===== config.mk =====
export PLATFORM = sky130hd
export DESIGN_NAME = floor_request_writer
export DESIGN_NICKNAME = d
export VERILOG_FILES = /design/src/rtl/floor_request_writer.sv
export SDC_FILE = /design/constraint.sdc
export NUM_CORES = 1
export LEC_CHECK = 0
export CORE_MARGIN = 2
export CORE_UTILIZATION = 55
export DETAILED_ROUTE_END_ITERATION = 12
export PLACE_DENSITY_LB_ADDON = 0.1
export SLEW_MARGIN = 25
export SYNTH_ARGS = -nofsm -noshare
export SYNTH_HDL_FRONTEND = slang
export SYNTH_SLANG_ARGS = --single-unit

===== constraint.sdc =====
create_clock -name clk -period 5.14 [get_ports clk]
set_clock_uncertainty 0.15 [all_clocks]
set_input_delay 0.514 -clock clk [delete_from_list [all_inputs] [get_ports clk]]
set_output_delay 0.514 -clock clk [all_outputs]
set_load 0.05 [all_outputs]

===== src/rtl/floor_request_writer.sv =====
// Write-side producer for the elevator request FIFO: synchronises call buttons,
// drops duplicate calls, round-robin arbitrates waiting floors and drives lamps.
module floor_request_writer #(
  parameter int NUM_FLOORS = 16
) (
  input  logic                  clk,
  input  logic                  rst,
  input  logic [NUM_FLOORS-1:0] btn,
  input  logic                  fifo_full,
  output logic                  fifo_wr,
  output logic [3:0]            fifo_din,
  input  logic                  fifo_rd_mon,
  input  logic [3:0]            fifo_dout_mon,
  output logic [NUM_FLOORS-1:0] req_lamp,
  output logic                  dbg_state_o
);

  // FIFO write handshake: fifo_wr is a single-cycle strobe, only raised from
  // S_ARB when fifo_full was low; fifo_din is meaningful only while fifo_wr=1.
  typedef enum logic {
    S_ARB = 1'b0,
    S_GAP = 1'b1
  } state_t;

  state_t                state_q, state_d;
  logic [NUM_FLOORS-1:0] sync1_q, sync2_q, prev_q;
  logic [NUM_FLOORS-1:0] pending_q, pending_d;
  logic [NUM_FLOORS-1:0] queued_q, queued_d;
  logic [3:0]            last_grant_q, last_grant_d;
  logic                  fifo_wr_q, fifo_wr_d;
  logic [3:0]            fifo_din_q, fifo_din_d;

  logic [NUM_FLOORS-1:0]   rise, clr, grant, rot;
  logic [2*NUM_FLOORS-1:0] dbl;
  logic [4:0]              shamt;
  logic [3:0]              winner;
  logic                    found, take;

  assign rise = sync2_q & ~prev_q;

  always_comb begin
    clr = '0;
    for (int k = 0; k < NUM_FLOORS; k++) begin
      clr[k] = fifo_rd_mon && (fifo_dout_mon == 4'(k));
    end
  end

  // Rotate pending so bit 0 is the floor just after the last grant.
  always_comb begin
    dbl    = {pending_q, pending_q};
    shamt  = {1'b0, last_grant_q} + 5'd1;
    rot    = NUM_FLOORS'(dbl >> shamt);
    found  = 1'b0;
    winner = last_grant_q;
    for (int i = 0; i < NUM_FLOORS; i++) begin
      if (!found && rot[i]) begin
        found  = 1'b1;
        winner = 4'((int'(last_grant_q) + 1 + i) % NUM_FLOORS);
      end
    end
  end

  always_comb begin
    state_d      = state_q;
    fifo_wr_d    = 1'b0;
    fifo_din_d   = fifo_din_q;
    last_grant_d = last_grant_q;
    take         = 1'b0;
    grant        = '0;
    case (state_q)
      S_ARB: begin
        if (found && !fifo_full) begin
          take         = 1'b1;
          grant        = NUM_FLOORS'(1) << winner;
          fifo_wr_d    = 1'b1;
          fifo_din_d   = winner;
          last_grant_d = winner;
          state_d      = S_GAP;
        end
      end
      S_GAP: begin
        // Lets the FIFO's registered full flag catch up before the next write.
        state_d = S_ARB;
      end
      default: state_d = S_ARB;
    endcase
  end

  // A press for a floor still queued is absorbed, unless it is read this cycle.
  always_comb begin
    queued_d  = (queued_q & ~clr) | grant;
    pending_d = (pending_q | (rise & ~(queued_q & ~clr))) & ~grant;
  end

  always_ff @(posedge clk or posedge rst) begin
    if (rst) begin
      state_q      <= S_ARB;
      sync1_q      <= '0;
      sync2_q      <= '0;
      prev_q       <= '0;
      pending_q    <= '0;
      queued_q     <= '0;
      last_grant_q <= 4'(NUM_FLOORS - 1);
      fifo_wr_q    <= 1'b0;
      fifo_din_q   <= 4'd0;
    end else begin
      state_q      <= state_d;
      sync1_q      <= btn;
      sync2_q      <= sync1_q;
      prev_q       <= sync2_q;
      pending_q    <= pending_d;
      queued_q     <= queued_d;
      last_grant_q <= last_grant_d;
      fifo_wr_q    <= fifo_wr_d;
      fifo_din_q   <= fifo_din_d;
    end
  end

  assign fifo_wr     = fifo_wr_q;
  assign fifo_din    = fifo_din_q;
  assign req_lamp    = pending_q | queued_q;
  assign dbg_state_o = state_q;

endmodule


==> results.txt <==
The run finished with clean final reports. The register area came out at 2232 um^2. By area, the combinational part of the netlist is dominated by compound AO/OA/AOI/OAI gates. The total power after layout is 4.853 mW. The area of the mapped netlist is 5629 um^2. The remaining max-slew budget at the tightest pin came out at 49.68%. The buffers inserted during post-CTS setup optimization is 0. CTS saw 89 sinks. Measured along the y axis, the die boundary spans 105.2 um. The number of buffers inserted by hold repair at cts came out at 0.

The largest single stage delay on the critical path is 0.71 ns. The detailed router's first-iteration violation count came out at 462. The final-layout setup total negative slack came out at 0 ns. The pin count of the biggest net entering global routing is 52.

The count of buffering cells on the critical path with inverters included came out at 1. The number of max-capacitance violations reported came out at 0. The placed instance area is 6279 um^2. The placement-stage worst setup slack came out at 0.5975 ns.

The overall overflow remaining after global route came out at 0. The fill cell instance count of the final layout came out at 766. 0 antenna diodes ended up in the layout. The yosys synthesis warning count came out at 0. The startpoint kind of the worst setup timing path is a flip-flop. The core footprint came out at 9864 um^2. In the synthesized netlist, mux cells make up 14.54% of the area. The cell taking the most area after synthesis is sky130_fd_sc_hd__dfrtp_1. The maximum fanout count along the critical path is 20.

The total power per unit cell area came out at 750.3 nW/um^2. The number of H-tree levels is 3. The static power due to leakage is 2.502 nW. The area enclosed by the die boundary came out at 11060 um^2. The layout-stage area growth over the synthesis result came out at 14.89%. The maximum clock insertion buffer count is 2. STA classifies the critical path endpoint as a flip-flop. The fraction of registers with async set or reset after synthesis is 100.0%. The type of the tightest min-delay check is reg2reg. The total routing resource utilization after global routing is 35.02%.

Walking the worst path, the cells encountered are buf_12, mux4_2, mux2i_1, nand3_1, a22oi_1, nand3_2, nor2_1, o21a_1, o21bai_2, nor2b_1, a31oi_1. The synthesized-area fraction occupied by ao, oa, aoi and oai cells is 25.52%. The critical path required time is 5.21 ns. The library cells used most frequently in the layout, excluding fill and tap cells, are sky130_fd_sc_hd__dfrtp_1, sky130_fd_sc_hd__clkdlybuf4s50_1, sky130_fd_sc_hd__o21ai_0. 46 I/O pins were placed. The clock-pin slew reported for the worst setup and hold paths after clock tree synthesis came out at 0.08 ns. The number of nets with antenna violations after detailed routing came out at 0. The top cell family by delay on the critical path is simple AND/OR/NAND/NOR gates. The share of the yosys chip area belonging to registers came out at 39.65%. The dominant synthesized flop cell is sky130_fd_sc_hd__dfrtp_1.

In this run, post-CTS repair resized a total of 0 instances. Synthesis inferred 89 register bits. Among all stages on the critical path, the largest delay is contributed by sky130_fd_sc_hd__dfstp_2. The placement row count is 36. For this run, the detailed router's first-pass iteration total came to 6. The tightest hold margin came out at 0.2026 ns.

The horizontal die dimension is 105.2 um. The post-synthesis share of cell area spent on full adders, half adders and majority gates is 1.556%. The average cell area after synthesis is 10.02 um^2. The combined area of the multi-input logic cells came out at 3168 um^2. The root buffer cell is sky130_fd_sc_hd__clkbuf_8. In the post-synthesis netlist, the biggest area contributors are sky130_fd_sc_hd__dfrtp_1, sky130_fd_sc_hd__mux2_2, sky130_fd_sc_hd__mux4_2, sky130_fd_sc_hd__mux2i_1, sky130_fd_sc_hd__o21ai_0. The weighted congestion reported at the end of routability-driven placement is 1.100. The setup-violating endpoint count in the final report is 0.

In the routed design, unresolved DRC markers number 0. The number of max-slew violations in the final report came to 0. The total count of hold-check failures in the final report came out at 0.

The cell area after layout came out at 6467 um^2. TritonCTS built the clock tree. The library cell used most frequently in the layout, excluding fill and tap cells, is sky130_fd_sc_hd__dfrtp_1. The ratio of cells with drive above 1 in the final layout is 17.83%. The detail-routed via count per cell is 6.927. The number of global-route vias before repair came out at 5098. The synthesized-area fraction occupied by xor and xnor cells came out at 1.845%.

The clock period minus final worst setup slack is 4.684 ns. The initial antenna violation count was 0. The number of enable-type register cells in the synthesized netlist is 0. In this run the biggest area consumer among cell types represents 37.79% of the synthesized area. The half-perimeter wire length after placement is 14200 um. Setup repair after global routing left no endpoint under its margin. The simple-gate share of the synthesized area came out at 12.83%. The final critical path takes up 91.13% of the cycle.

Based on the critical path, the design can be clocked at up to 213.5 MHz. The worst-case IR drop observed on VDD is 334.2 uV. The first global-routing pass estimated 29210 um of wire. The final worst setup slack came out at 0.4559 ns.

At the later pin of the worst-skew pair, clock insertion delay measures 0.36 ns. Synthesis handed over a netlist of 562 instances. The critical path data arrival time is 4.76 ns. The count of different cell masters after synthesis is 78. The actual transition at the worst max-transition pin came out at 0.7539 ns.

The layout net count is 643. The starting density of the core is 57.06%. The category of the most critical setup path is reg2reg. The number of port buffers is 45. The count of vias placed by the detailed router is 5195. The final routed wire length divided by cell count is 24.85 um. The post-detailed-routing wire length came out at 18640 um. The synthesized net count is 593. The TritonCTS buffer count came out at 9.
## where the power goes
part / switching, mW / total (mW) / internal [mW]
registers: 0.168 / 1.03 / 0.866
clock network: 0.222 / 0.459 / 0.237
logic: 2.14 / 3.36 / 1.22
total: 2.53 / 4.85 / 2.32
## sequential cells by signal (all words and copies together), names as in the netlist
| name | flops |
|---|---|
| fifo_wr | 1 |
| sync2_q | 16 |
| queued_q | 16 |
| last_grant_q | 4 |
| pending_q | 16 |
| fifo_din | 4 |
| sync1_q | 16 |
| prev_q | 16 |
## kinds of logic after synthesis
logic type / after synthesis
fa+ha+maj: 7
compound gates: 204
flops: 89
simple gates: 136
mux: 62
buf+inv: 53
xor+xnor: 11
## worst paths after layout
path | cells after the start | to | startpoint | slack, ns
hold / removal | 0 | sync2_q[12] | sync1_q[12] | 0.20
hold reg to reg | 0 | sync2_q[12] | sync1_q[12] | 0.20
setup reg to reg | 11 | pending_q[14] | last_grant_q[0] | 0.46
min in group asynchronous | 2 | sync2_q[15] | rst | 0.43
max in group asynchronous | 3 | prev_q[5] | rst | 3.38
setup / recovery | 11 | pending_q[14] | last_grant_q[0] | 0.46
## layer usage
layer	up-vias	global-route usage (%)	routed length, um
met5	-	0	0
met4	0	22.76	1282
met3	83	5.926	1306
met2	307	56.54	9007
met1	2549	43.38	7045
li1	2256	-	-
## worst reg2reg max path, stage by stage, from the launching register on
cell	delay [ns]
sky130_fd_sc_hd__dfstp_2	0.71
sky130_fd_sc_hd__buf_12	0.22
sky130_fd_sc_hd__mux4_2	0.56
sky130_fd_sc_hd__mux2i_1	0.50
sky130_fd_sc_hd__nand3_1	0.20
sky130_fd_sc_hd__a22oi_1	0.52
sky130_fd_sc_hd__nand3_2	0.34
sky130_fd_sc_hd__nor2_1	0.34
sky130_fd_sc_hd__o21a_1	0.17
sky130_fd_sc_hd__o21bai_2	0.18
sky130_fd_sc_hd__nor2b_1	0.50
sky130_fd_sc_hd__a31oi_1	0.16
## cells in the mapped netlist, types with 19 or more instances
| master | instances |
|---|---|
| sky130_fd_sc_hd__nand3_1 | 20 |
| sky130_fd_sc_hd__mux2_2 | 25 |
| sky130_fd_sc_hd__mux2i_1 | 23 |
| sky130_fd_sc_hd__nand2_1 | 27 |
| sky130_fd_sc_hd__inv_1 | 27 |
| sky130_fd_sc_hd__o21ai_0 | 42 |
| sky130_fd_sc_hd__or2_2 | 19 |
| sky130_fd_sc_hd__nor2_1 | 25 |
| sky130_fd_sc_hd__a21oi_1 | 25 |
| sky130_fd_sc_hd__a31oi_1 | 24 |
| sky130_fd_sc_hd__dfrtp_1 | 85 |
## cell type report
type	instances	share of cell area, %
clock inverters	3	0.6191
well taps	133	2.573
repair buffers	64	9.364
multi-input cells	420	48.98
clock buffers	13	2.302
inverters	28	1.644
flip-flops and latches	89	34.51
## per-stage QoR
step / cells / util (%)
after global routing: 750 / 65.56
after detailed placement: 734 / 63.65
after global placement: 734 / 63.65
after floorplan: 562 / -
final: 750 / 65.56
after CTS: 750 / 65.56
No activity file was read; power rests on OpenSTA's default activity.
